File: config.mk
export PLATFORM = sky130hd
export DESIGN_NAME = multicycle_control_fsm
export DESIGN_NICKNAME = d
export VERILOG_FILES = /design/src/rtl/multicycle_control_fsm.sv
export SDC_FILE = /design/constraint.sdc
export NUM_CORES = 1
export LEC_CHECK = 0
export BUFFER_PORTS_ARGS = -buffer_cell sky130_fd_sc_hd__clkbuf_2
export CAP_MARGIN = 15
export CORE_MARGIN = 8
export CORE_UTILIZATION = 44
export DETAILED_ROUTE_END_ITERATION = 8
export GPL_TIMING_DRIVEN = 0
export PLACE_DENSITY = 0.77
export SLEW_MARGIN = 20
export SYNTH_ARGS = -nofsm -noshare
export SYNTH_HDL_FRONTEND = slang
export SYNTH_SLANG_ARGS = --single-unit
File: constraint.sdc
create_clock -name clk -period 2.05 [get_ports clk]
set_clock_uncertainty 0.1 [all_clocks]
set_input_delay 0.41 -clock clk [delete_from_list [all_inputs] [get_ports clk]]
set_output_delay 0.41 -clock clk [all_outputs]
set_load 0.02 [all_outputs]
File: src/rtl/multicycle_control_fsm.sv
// Main control FSM of the multicycle RV32I core: sequences the shared ALU,
// memory port and register file through fetch/decode/execute/memory/writeback.
module multicycle_control_fsm #(
    parameter bit MEM_HANDSHAKE = 1'b1
) (
    input  logic       clk,
    input  logic       reset,
    input  logic [6:0] op,
    input  logic       mem_ready,
    output logic       PCUpdate,
    output logic       Branch,
    output logic       AdrSrc,
    output logic       MemWrite,
    output logic       IRWrite,
    output logic       RegWrite,
    output logic [1:0] ResultSrc,
    output logic [1:0] ALUSrcA,
    output logic [1:0] ALUSrcB,
    output logic [1:0] ALUOp,
    output logic       retire,
    output logic       illegal_instr,
    output logic [3:0] state_dbg
);

    typedef enum logic [3:0] {
        S_FETCH    = 4'd0,
        S_DECODE   = 4'd1,
        S_MEMADR   = 4'd2,
        S_MEMREAD  = 4'd3,
        S_MEMWB    = 4'd4,
        S_MEMWRITE = 4'd5,
        S_EXECR    = 4'd6,
        S_EXECI    = 4'd7,
        S_ALUWB    = 4'd8,
        S_BRANCH   = 4'd9,
        S_JAL      = 4'd10,
        S_JALR     = 4'd11,
        S_JLINK    = 4'd12,
        S_LUI      = 4'd13
    } state_t;

    localparam logic [6:0] OP_LOAD   = 7'b0000011;
    localparam logic [6:0] OP_STORE  = 7'b0100011;
    localparam logic [6:0] OP_RTYPE  = 7'b0110011;
    localparam logic [6:0] OP_ITYPE  = 7'b0010011;
    localparam logic [6:0] OP_BRANCH = 7'b1100011;
    localparam logic [6:0] OP_JAL    = 7'b1101111;
    localparam logic [6:0] OP_JALR   = 7'b1100111;
    localparam logic [6:0] OP_LUI    = 7'b0110111;
    localparam logic [6:0] OP_AUIPC  = 7'b0010111;

    state_t state;
    logic   mem_ok;
    logic   op_legal;

    // With the handshake disabled the memory is assumed to answer in one cycle.
    assign mem_ok = MEM_HANDSHAKE ? mem_ready : 1'b1;

    always_comb begin
        op_legal = 1'b1;
        case (op)
            OP_LOAD, OP_STORE, OP_RTYPE, OP_ITYPE, OP_BRANCH,
            OP_JAL, OP_JALR, OP_LUI, OP_AUIPC: op_legal = 1'b1;
            default:                           op_legal = 1'b0;
        endcase
    end

    always_ff @(posedge clk or posedge reset) begin
        if (reset) begin
            state <= S_FETCH;
        end else begin
            case (state)
                S_FETCH:    if (mem_ok) state <= S_DECODE;
                S_DECODE: begin
                    case (op)
                        OP_LOAD, OP_STORE: state <= S_MEMADR;
                        OP_RTYPE:          state <= S_EXECR;
                        OP_ITYPE:          state <= S_EXECI;
                        OP_BRANCH:         state <= S_BRANCH;
                        OP_JAL:            state <= S_JAL;
                        OP_JALR:           state <= S_JALR;
                        OP_LUI:            state <= S_LUI;
                        OP_AUIPC:          state <= S_ALUWB;
                        default:           state <= S_FETCH;
                    endcase
                end
                // op[5] separates store (0100011) from load (0000011).
                S_MEMADR:   state <= op[5] ? S_MEMWRITE : S_MEMREAD;
                S_MEMREAD:  if (mem_ok) state <= S_MEMWB;
                S_MEMWB:    state <= S_FETCH;
                S_MEMWRITE: if (mem_ok) state <= S_FETCH;
                S_EXECR:    state <= S_ALUWB;
                S_EXECI:    state <= S_ALUWB;
                S_ALUWB:    state <= S_FETCH;
                S_BRANCH:   state <= S_FETCH;
                S_JAL:      state <= S_ALUWB;
                S_JALR:     state <= S_JLINK;
                S_JLINK:    state <= S_ALUWB;
                S_LUI:      state <= S_FETCH;
                default:    state <= S_FETCH;
            endcase
        end
    end

    logic pc_update_raw, branch_raw, mem_write_raw, ir_write_raw;
    logic reg_write_raw, retire_raw, illegal_raw;

    // Output decode from the state register; only FETCH and MEMWRITE look at
    // mem_ready so that their strobes coincide with the memory completing.
    always_comb begin
        pc_update_raw = 1'b0;
        branch_raw    = 1'b0;
        mem_write_raw = 1'b0;
        ir_write_raw  = 1'b0;
        reg_write_raw = 1'b0;
        retire_raw    = 1'b0;
        illegal_raw   = 1'b0;
        AdrSrc        = 1'b0;
        ResultSrc     = 2'b00;
        ALUSrcA       = 2'b00;
        ALUSrcB       = 2'b00;
        ALUOp         = 2'b00;
        case (state)
            S_FETCH: begin
                ALUSrcB       = 2'b10;
                ResultSrc     = 2'b10;
                ir_write_raw  = mem_ok;
                pc_update_raw = mem_ok;
            end
            S_DECODE: begin
                ALUSrcA     = 2'b01;
                ALUSrcB     = 2'b01;
                illegal_raw = ~op_legal;
            end
            S_MEMADR: begin
                ALUSrcA = 2'b10;
                ALUSrcB = 2'b01;
            end
            S_MEMREAD: begin
                AdrSrc = 1'b1;
            end
            S_MEMWB: begin
                ResultSrc     = 2'b01;
                reg_write_raw = 1'b1;
                retire_raw    = 1'b1;
            end
            S_MEMWRITE: begin
                AdrSrc        = 1'b1;
                mem_write_raw = 1'b1;
                retire_raw    = mem_ok;
            end
            S_EXECR: begin
                ALUSrcA = 2'b10;
                ALUOp   = 2'b10;
            end
            S_EXECI: begin
                ALUSrcA = 2'b10;
                ALUSrcB = 2'b01;
                ALUOp   = 2'b10;
            end
            S_ALUWB: begin
                reg_write_raw = 1'b1;
                retire_raw    = 1'b1;
            end
            S_BRANCH: begin
                ALUSrcA    = 2'b10;
                ALUOp      = 2'b01;
                branch_raw = 1'b1;
                retire_raw = 1'b1;
            end
            S_JAL: begin
                ALUSrcA       = 2'b01;
                ALUSrcB       = 2'b10;
                pc_update_raw = 1'b1;
            end
            S_JALR: begin
                ALUSrcA       = 2'b10;
                ALUSrcB       = 2'b01;
                ResultSrc     = 2'b10;
                pc_update_raw = 1'b1;
            end
            S_JLINK: begin
                ALUSrcA = 2'b01;
                ALUSrcB = 2'b10;
            end
            S_LUI: begin
                ResultSrc     = 2'b11;
                reg_write_raw = 1'b1;
                retire_raw    = 1'b1;
            end
            default: begin
                AdrSrc = 1'b0;
            end
        endcase
    end

    // Reset masks every strobe so nothing is written while reset is high.
    assign PCUpdate      = pc_update_raw & ~reset;
    assign Branch        = branch_raw    & ~reset;
    assign MemWrite      = mem_write_raw & ~reset;
    assign IRWrite       = ir_write_raw  & ~reset;
    assign RegWrite      = reg_write_raw & ~reset;
    assign retire        = retire_raw    & ~reset;
    assign illegal_instr = illegal_raw   & ~reset;
    assign state_dbg     = state;

endmodule
Yosys cells after proc, flatten, opt, wreduce, memory -nomap -nowiden
Cells that the tools add are included.

Bits in registers: 4. Input port bits: 10. Output and inout bits: 20. Logic and storage cells: 69.

Equal/unequal tests: 25. Muxes and demuxes: 19. Bitwise operators: 9. Reduce and logical (&&, ||, !) cells: 15.

Operators with widths (count): 4-bit one-hot mux with 8 select lines (1); 4-bit one-hot mux with 7 select lines (1); 4-bit equality test (second input constant) (6); 7-bit by 6-bit equality test with 1-bit output (second input constant) (3); 7-bit equality test (second input constant) (3); 4-bit by 3-bit equality test with 1-bit output (second input constant) (4); 7-bit by 5-bit equality test with 1-bit output (second input constant) (2); 4-bit two-way mux (3); 2-bit one-hot mux with 2 select lines (3); 4-bit OR reduction (3); 2-bit OR reduction (5); 3-bit OR reduction (3); 9-bit OR reduction (1); 4-bit by 2-bit equality test with 1-bit output (second input constant) (2); 1-bit AND (7); 7-bit by 2-bit equality test with 1-bit output (second input constant) (1); 1-bit two-way mux (7); 2-bit != test (second input constant) (3); 2-bit one-hot mux with 3 select lines (1); 5-bit OR reduction (1); 4-bit by 1-bit equality test with 1-bit output (second input constant) (1); 4-bit zero test (1); 1-bit one-hot mux with 2 select lines (2); 3-bit two-way mux (1); 2 further kinds (3).

Depth between registers and ports, before layout
Gate-level depths: netlist of the first run.

Depth after elaboration: 6. Depth in mapped cells: 5.

Least setup slack after synthesis of the first run
Ideal clock, no wire load.

Path type: reg-to-output. From: register state[0] (netlist: state_dbg[0]). To: output port IRWrite. Arrival time: 1622 ps. Data required time: 1540 ps. Slack: -82 ps. Cell stages (with the launch flop): 4. Path buffers: 0. Cells stage by stage: dfrtp_1 > or2_1 > or3_1 > nor3b_1.

Word-level cells in the longest chain between the ends: 3.

RTL lines: from (decl) (RTL line 52) `state_t state;`; from (signal assigned) (RTL line 88) `S_MEMADR: state <= op[5] ? S_MEMWRITE : S_MEMREAD;`; 4-bit zero test (RTL line 123) `case (state)`; 1-bit two-way mux (RTL line 123); 1-bit AND (RTL line 201) `assign IRWrite = ir_write_raw & ~reset;`; to (decl) (RTL line 14) `output logic IRWrite,`.

Every way passes these cells.

Final worst setup path of the first run
Same ends and word-level chain as after synthesis.

==> results of run 1 <==
cells in the final DEF, fill, tap and decap left out, types with 2 or more instances in the layout:
cell type / n
o21a_1: 2
a21oi_1: 4
clkbuf_4: 5
buf_4: 10
nor3b_2: 2
nor2_1: 9
dfrtp_1: 2
buf_2: 3
o211ai_1: 2
nand2b_4: 2
nor4_2: 2
dfrtp_2: 2
clkbuf_2: 22
inv_1: 4
o21ai_0: 4
nor2b_1: 2
nand2_1: 9
nor3_1: 7
nand2b_1: 9
cell type report:
class	count	area, µm²	share of cell area
timing repair buffer	31	173	0.192
buffer	7	46.3	0.0516
sequential	4	103	0.114
inverter	4	15.0	0.0167
multi-input combinational	77	519	0.579
clock buffer	3	22.5	0.0251
tap	15	18.8	0.0209
critical path: cells and delay by family, from the launching register on:
| kind | cells | cell delay (ps) |
|---|---|---|
| flops | 1 | 400 |
| simple gates | 3 | 750 |
| buf+inv | 1 | 160 |
power by group:
group	switching (mW)	leakage, nW	internal, mW	total, mW
registers	0.0287	0.0493	0.114	0.143
clock network	0.0327	0.0138	0.0655	0.0981
logic	0.640	0.366	0.447	1.09
per-layer routing:
layer  up-vias  wire (µm)  part of all wire
met5         -          0                 0
met3         2        182             0.090
met2        35       1010              0.50
li1        410          -                 -
met1       376        811              0.40
met4         0         17            0.0084
repair_timing:
item / CTS / global route
gates resized for setup: 13 / 12
hold buffers: 0 / 0
setup buffers: 3 / 0
pin swaps: 2 / 0
endpoints found under the setup margin: 8 / 10
path summary, 6_finish.rpt:
path | slack [ps] | depth (start not counted) | from | to
max in group asynchronous | 1560 | 2 | reset | state_dbg[2]
worst max-delay path | -8 | 4 | state_dbg[0] | IRWrite
worst min-delay path | 120 | 2 | reset | state_dbg[1]
worst max register to register | 560 | 6 | state_dbg[0] | state_dbg[0]
min in group clk | 430 | 2 | op[4] | state_dbg[2]
worst min register to register | 590 | 2 | state_dbg[2] | state_dbg[1]
cell families (layout without fill, tap and decap cells):
logic type             Yosys count  after routing  synth area share
AOI/OAI and AO/OA               26             26             0.307
and+or+nand+nor                 51             51             0.457
buffers and inverters           11             45            0.0747
DFF                              4              4             0.162
==> results.py, run 1 <==
metrics = {
    "global_routing": {
        "use_met3": 0.0504,
        "grt_util_met1": 0.151,
        "busiest_layer": "met2",
        "grt.overflow.total": 0,
        "grt_max_degree": 11,
        "grt_pass1_vias": 754,
        "use_met2": 0.258,
        "grt_usage": 0.143,
        "grt_pass1_wl_mm": 3.16,
        "antenna_found_initial": 0,
    },
    "route": {
        "viasPerCell": 5.84,
        "ant_nets": 0,
        "first_pass_iters": 4,
        "routed_wl_mm": 2.02,
        "dr.first_iter.drc_count": 22,
        "route.detailed.drc": 0,
        "vias": 823,
        "wl_per_cell_um": 14.3,
    },
    "sta": {
        "hold_viol_final": 0,
        "worstMarginPinSlew_ps": 418,
        "fmax_mhz": 486,
        "setup_viol_count_final": 1,
        "slew_viol_final": 0,
        "fin_ws_ps": -7.89,
        "min_period_ps": 2060,
        "fin_tns_setup_ps": -7.89,
        "period_share": 1.00,
        "rsz0062_at_grt": "true",
        "slew_headroom": 0.722,
        "fin_hold_ws_ps": 115,
    },
    "run_status": {
        "violations": "setup timing",
        "status": "finished with violations",
    },
    "final_layout": {
        "largest_reg_flops": 4,
        "drive_above_1_share": 0.421,
        "final_nets": 138,
        "layout.cells.non_filler": 141,
        "num_antenna_cells": 0,
        "syn2layout_area_growth_pct": 44.8,
        "fin_area_um2": 897,
        "final_core_util": 0.689,
        "n_fill_cell": 121,
    },
    "critical_path": {
        "cp_max_fo": 3,
        "path_cells": "or2_4 -> or3_4 -> nor3b_2 -> buf_4",
        "path_class": "reg2out",
        "end_kind": "output pin",
        "worstPathArrival_ps": 1550,
        "slowest_delay_ps": 400,
        "worstPathRequired_ps": 1540,
        "slowest_stage": "dfrtp_2",
        "startpoint_type": "flop",
    },
    "logic_synthesis": {
        "syn-cell-area_um2": 619,
        "synth_cell_types": 40,
        "synth-seq-area-share": 0.162,
        "avgSynthCellArea_um2": 6.73,
        "synth_top_flop_cell": "dfrtp_1",
        "synth_area_leaders": "dfrtp_1, nand2b_1, nor3_1",
        "synth_edf_count": 0,
        "syn_inst": 92,
        "synth_nets": 102,
        "synth_top_area_share": 0.162,
        "synth.most_common_cell": "nand2b_1",
        "ys_async_sr_fraction": 1.00,
        "synth_common_cells": "nand2b_1, nand2_1, nor2_1, nor3_1",
        "ys_ff_latch": 4,
        "yosys_warnings": 0,
        "yosysTopAreaCell": "dfrtp_1",
    },
    "clock_network": {
        "cts.sinks": 4,
        "cts_root_buf": "clkbuf_4",
        "clockBufferDepth": 2,
        "cts_buffers": 3,
        "clk_pin_slew_ps": 40,
        "clk_latency_ps": 240,
        "cts_tree": "yes",
        "h-tree-depth": 1,
    },
    "placed_design": {
        "portBuffers": 28,
        "place_congestion": 0.832,
        "dp_hpwl_mm": 1.49,
        "place_area_um2": 795,
        "dp.cells": 135,
        "pre_cts_slack_ps": 68.1,
    },
    "pwr": {
        "finalPower_mw": 1.33,
        "p_leak_nw": 0.429,
        "vdd_ir_drop_max_uv": 893,
        "p_per_area_mw_per_mm2": 1480,
    },
    "run": {
        "maxCapViolations": 0,
    },
    "floorplan": {
        "core_mm2": 0.00130,
        "initial_core_util": 0.476,
        "dieHeight_um": 53.5,
        "rows": 13,
        "io_pins": 30,
        "die_x_um": 53.5,
        "die_area_mm2": 0.00286,
    },
    "min_path": {
        "hp-class": "in2async",
    },
}
Power figures use the tool's default switching activity.
==> run 2, diff against run 1 <==
==> config.mk (replaced) <==
export PLATFORM = sky130hd
export DESIGN_NAME = multicycle_control_fsm
export DESIGN_NICKNAME = d
export VERILOG_FILES = /design/src/rtl/multicycle_control_fsm.sv
export SDC_FILE = /design/constraint.sdc
export NUM_CORES = 1
export LEC_CHECK = 0
export CAP_MARGIN = 15
export CORE_AREA = 8 8 45 47
export DETAILED_ROUTE_END_ITERATION = 8
export DIE_AREA = 0 0 53 55
export DONT_BUFFER_PORTS = 1
export GPL_TIMING_DRIVEN = 0
export SLEW_MARGIN = 20
export SYNTH_ARGS = -nofsm -noshare
export SYNTH_HDL_FRONTEND = slang
export SYNTH_SLANG_ARGS = --single-unit
==> run 2 against run 1 <==
Compared with the run above: highest routed layer is now met3; clock-buffer cell count unchanged; total power up 9.9%; core utilization down 2.5 points; sequential share of layout area about the same; register-to-register slack worse by 150 ps; the flow still finishes with violations (setup timing); via count down 8.3%; clock power down 1%; cell area up 2.5%; die area up 1.8%; routed wire length down 0.25%.
==> results.py, run 2 (synthesized netlist as in run 1, its figures left out) <==
metrics = {
    "run_status": {
        "status": "finished with violations",
        "violations": "setup timing",
    },
    "pwr": {
        "p_per_area_mw_per_mm2": 1590,
        "seqPwrFrac": 0.147,
        "pwr-share-clk": 0.066,
        "netSwitchingFraction": 0.551,
        "finalPower_mw": 1.46,
        "p_switching_uw": 804,
        "internal_power_uw": 656,
        "p_comb_frac": 0.786,
        "p_leak_nw": 0.361,
        "vdd_ir_drop_max_uv": 832,
    },
    "clock_network": {
        "clockBufferDepth": 2,
        "clk_pin_slew_ps": 40,
        "h-tree-depth": 1,
        "cts_root_buf": "clkbuf_4",
        "clk_latency_ps": 230,
        "cts_buffers": 3,
        "cts_hold_buf": 0,
        "cts_tree": "yes",
        "cts.sinks": 4,
    },
    "final_layout": {
        "mostFrequentLayoutCells": "nand2b_1, nor2_1, nand2_1, buf_4",
        "final_nets": 116,
        "num_antenna_cells": 0,
        "syn2layout_area_growth_pct": 48.5,
        "layout.cells.non_filler": 120,
        "final_common_cell": "nand2b_1",
        "largest_reg_flops": 4,
        "drive_above_1_share": 0.433,
        "n_fill_cell": 105,
        "fin_area_um2": 920,
    },
    "sta": {
        "slew_viol_final": 0,
        "setup_viol_count_final": 3,
        "fmax_mhz": 464,
        "rsz0062_at_grt": "true",
        "hold_viol_final": 0,
        "fin_ws_ps": -103,
        "min_period_ps": 2150,
        "worstMarginPinSlew_ps": 706,
        "fin_hold_ws_ps": 251,
        "period_share": 1.05,
        "fin_tns_setup_ps": -226,
        "slew_headroom": 0.529,
    },
    "global_routing": {
        "busiest_layer": "met2",
        "grt_util_met1": 0.153,
        "use_met3": 0.0615,
        "grt_usage": 0.128,
        "antenna_found_initial": 0,
        "grt_pass1_wl_mm": 2.85,
        "use_met2": 0.197,
        "grt.overflow.total": 0,
        "grt_pass1_vias": 603,
        "grt_max_degree": 11,
    },
    "critical_path": {
        "endpoint": "IRWrite",
        "slowest_stage": "dfrtp_2",
        "r2r_setup_slack_ps": 410,
        "r2r-start": "state_dbg[1]",
        "worstPathArrival_ps": 1640,
        "cp_max_fo": 7,
        "slowest_delay_ps": 480,
        "end_kind": "output pin",
        "path_cells": "or2_4 -> or3_4 -> nor3b_4",
        "path_class": "reg2out",
        "worstPathRequired_ps": 1540,
        "startpoint_type": "flop",
        "cp-startpoint": "state_dbg[0]",
        "r2r-end": "state_dbg[2]",
        "worst-r2r-cell-count": 7,
    },
    "placed_design": {
        "dp_hpwl_mm": 1.40,
        "place_congestion": 0.856,
        "portBuffers": 0,
        "dp.cells": 108,
        "place_area_um2": 656,
    },
    "route": {
        "first_pass_iters": 4,
        "wl_per_cell_um": 16.8,
        "vias": 755,
        "dr.first_iter.drc_count": 17,
        "route.detailed.drc": 0,
        "routed_wl_mm": 2.01,
        "viasPerCell": 6.29,
        "ant_nets": 0,
    },
    "floorplan": {
        "die_area_mm2": 0.00292,
        "core_mm2": 0.00138,
        "rows": 14,
        "dieHeight_um": 55,
        "die_x_um": 53,
        "io_pins": 30,
        "initial_core_util": 0.448,
    },
    "run": {
        "maxCapViolations": 0,
    },
    "min_path": {
        "hp-class": "in2reg",
    },
}
[run 2: changes by cell type in the layout (fill, tap and decap cells not counted), moves of 3 or more]
cell / change
nor3_1: -6
nor3_2: +4
buf_6: +3
buf_4: -4
clkbuf_2: -21
o21ai_0: -3
[run 2: power by group through the flow]
stage	clock network (mW)	logic [mW]	registers, mW
floorplan	0	0.628	0.184
global placement	0	0.724	0.200
detailed placement	0	0.726	0.201
CTS	0.101	0.918	0.209
global route	0.109	1.23	0.219
finish	0.0967	1.15	0.215
[run 2: repair_timing]
action	4_1_cts	5_1_grt
endpoints found under the setup margin	16	14
gates resized for setup	31	16
setup buffers	0	9
pin swaps	4	7
[run 2: how the worst min path moves through the flow]
stage,start,to,depth (start not counted)
after global placement,reset,state_dbg[0],2
final,op[4],state_dbg[2],1
after global routing,op[4],state_dbg[2],1
after CTS,reset,state_dbg[1],2
after floorplan,reset,state_dbg[0],2
after detailed placement,reset,state_dbg[2],2
[run 2: metal layers]
layer  up-vias  routed length (µm)
met1       357                 822
met2        30                 998
met5         -                   0
li1        368                   -
met4         0                   0
met3         0                 191
[run 2: layout make-up]
class                           instances  area [µm²]  share of cell area
Clock buffer                            3        22.5              0.0245
Sequential cell                         4         105               0.114
Tap cell                               16        20.0              0.0218
Multi-Input combinational cell         77         624               0.679
Inverter                                4        15.0              0.0163
Buffer                                  7        58.8              0.0639
Timing Repair Buffer                    9        73.8              0.0803
[run 2: worst max-delay path: cells and delay by family, from the launching register on]
family / cells / cell delay (ps)
DFF: 1 / 480
and+or+nand+nor: 3 / 930
[run 2: through the flow]
step,setup WS [ps],util
floorplan,-0.592,-
global placement,-262,0.474
detailed placement,-234,0.474
CTS,-145,0.568
global route,-164,0.665
finish,-103,0.665
==> run 3, diff against run 2 <==
--- a/config.mk
+++ b/config.mk
@@ -11,6 +11,7 @@
 export DIE_AREA = 0 0 53 55
 export DONT_BUFFER_PORTS = 1
 export GPL_TIMING_DRIVEN = 0
+export PLACE_DENSITY = 0.65
 export SLEW_MARGIN = 20
 export SYNTH_ARGS = -nofsm -noshare
 export SYNTH_HDL_FRONTEND = slang
==> run 3 against run 2 <==
Compared with the run above: first-iteration DRC count grew 5.9%; sequential share of layout area fell by 0.29 points; largest cell class unchanged; flip-flop and latch count unchanged; largest power group unchanged; the run still ends with setup timing left; register-to-register slack better by 30 ps.
==> results.py, run 3 (synthesized netlist as in run 1, its figures left out) <==
metrics = {
    "global_routing": {
        "grt.overflow.total": 0,
        "grt_pass1_wl_mm": 3.19,
        "grt_max_degree": 11,
        "grt_usage": 0.139,
        "antenna_found_initial": 0,
        "grt_pass1_vias": 731,
    },
    "pwr": {
        "p_per_area_mw_per_mm2": 1590,
        "p_leak_nw": 0.368,
        "seqPwrFrac": 0.144,
        "p_switching_uw": 823,
        "internal_power_uw": 678,
        "p_comb_frac": 0.794,
        "pwr-share-clk": 0.063,
        "netSwitchingFraction": 0.548,
        "vdd_ir_drop_max_uv": 791,
        "finalPower_mw": 1.50,
    },
    "critical_path": {
        "worstPathArrival_ps": 1630,
        "critical-path-top-delay-family": "simple AND/OR/NAND/NOR gates",
        "cp_max_fo": 7,
        "startpoint_type": "flop",
        "path_class": "reg2out",
        "path_cells": "or2_4 -> or3_4 -> nor3b_4",
        "slowest_stage": "dfrtp_2",
        "end_kind": "output pin",
        "worstPathRequired_ps": 1540,
        "slowest_delay_ps": 480,
        "critPathBufInv": 0,
    },
    "route": {
        "dr.first_iter.drc_count": 18,
        "first_pass_iters": 4,
        "route.detailed.drc": 0,
        "vias": 763,
        "wl_per_cell_um": 17.3,
        "viasPerCell": 6.31,
        "ant_nets": 0,
        "routed_wl_mm": 2.10,
    },
    "floorplan": {
        "core_mm2": 0.00138,
        "dieHeight_um": 55,
        "die_x_um": 53,
        "die_area_mm2": 0.00292,
        "io_pins": 30,
        "rows": 14,
        "initial_core_util": 0.448,
    },
    "run_status": {
        "status": "finished with violations",
        "violations": "setup timing",
    },
    "run": {
        "maxCapViolations": 0,
    },
    "final_layout": {
        "n_fill_cell": 115,
        "drive_above_1_share": 0.457,
        "final_core_util": 0.682,
        "final_nets": 117,
        "mostFrequentLayoutCells": "buf_4, nor2_1, nand2b_1, nand2_1, nor3_4",
        "syn2layout_area_growth_pct": 52.3,
        "final_common_cell": "buf_4",
        "num_antenna_cells": 0,
        "largest_reg_flops": 4,
    },
    "sta": {
        "fin_hold_ws_ps": 246,
        "setup_viol_count_final": 4,
        "slew_viol_final": 0,
        "rsz0062_at_grt": "true",
        "fmax_mhz": 468,
        "slew_headroom": 0.429,
        "period_share": 1.04,
        "fin_ws_ps": -85.0,
        "hold_viol_final": 0,
        "worstMarginPinSlew_ps": 857,
        "min_period_ps": 2140,
    },
    "clock_network": {
        "clk_pin_slew_ps": 30,
        "cts_root_buf": "clkbuf_4",
        "cts_buffers": 3,
        "cts_tree": "yes",
        "clk_latency_ps": 230,
        "h-tree-depth": 1,
        "cts.sinks": 4,
        "cts_hold_buf": 0,
        "clockBufferDepth": 2,
    },
    "placed_design": {
        "place_congestion": 0.788,
        "portBuffers": 0,
        "dp_hpwl_mm": 1.48,
    },
    "min_path": {
        "hp-class": "in2reg",
    },
}
run 3: cell types whose count changed in the layout (fill, tap and decap cells not counted), sizes merged:
cell / previous run / this run
dlygate4sd2: 0 / 1
clkbuf: 6 / 4
dlymetal6s2s: 1 / 0
buf: 12 / 15
run 3: layout make-up:
class                           instances  area (µm²)  area share
Tap cell                               16        20.0      0.0212
Sequential cell                         4         105       0.111
Timing Repair Buffer                   10        76.3      0.0809
Buffer                                  7        55.1      0.0584
Inverter                                4        15.0      0.0159
Multi-Input combinational cell         77         649       0.688
Clock buffer                            3        22.5      0.0239
run 3: stage by stage:
stage	std cells	setup slack [ps]	TNS (ps)	instance area, µm²
after floorplan	92	-0.592	-0.592	636
after global placement	108	-233	-838	656
after detailed placement	108	-237	-859	656
after CTS	114	-96.0	-282	845
after global routing	121	-131	-727	943
final	121	-85.0	-199	943
run 3: power groups by stage:
stage                     registers, mW  logic, mW  clock network (mW)
after CTS                         0.212       1.00              0.0975
after floorplan                   0.184      0.628                   0
after global placement            0.198      0.724                   0
after detailed placement          0.200      0.733                   0
after global routing              0.221       1.28               0.107
final                             0.216       1.19              0.0942
run 3: worst register-to-register path, delay by kind of cell, from the launching register on:
kind / cells / cell delay [ps]
compound gates: 2 / 280
simple gates: 2 / 340
buf+inv: 1 / 300
flops: 1 / 480
run 3: worst paths after layout:
| kind | startpoint | endpoint | slack (ps) | cells past startpoint |
|---|---|---|---|---|
| worst max-delay path | state_dbg[0] | IRWrite | -90 | 3 |
| worst min-delay path | op[4] | state_dbg[2] | 250 | 1 |
| worst max register to register | state_dbg[0] | state_dbg[2] | 440 | 5 |
| worst min register to register | state_dbg[1] | state_dbg[3] | 760 | 3 |
| max in group asynchronous | reset | state_dbg[2] | 1320 | 2 |
| min in group asynchronous | reset | state_dbg[3] | 340 | 2 |
run 3: per-layer routing:
layer / track usage / wire (µm) / vias up
met3: 0.0508 / 204 / 0
li1: - / - / 364
met4: 0.0345 / 0 / 0
met1: 0.156 / 797 / 366
met5: 0 / 0 / -
met2: 0.244 / 1090 / 33
run 3: timing repair:
action                     CTS  global route
resized for setup           41             9
setup endpoints to repair   16            12
pin swaps                    6             4
setup buffers                3             7
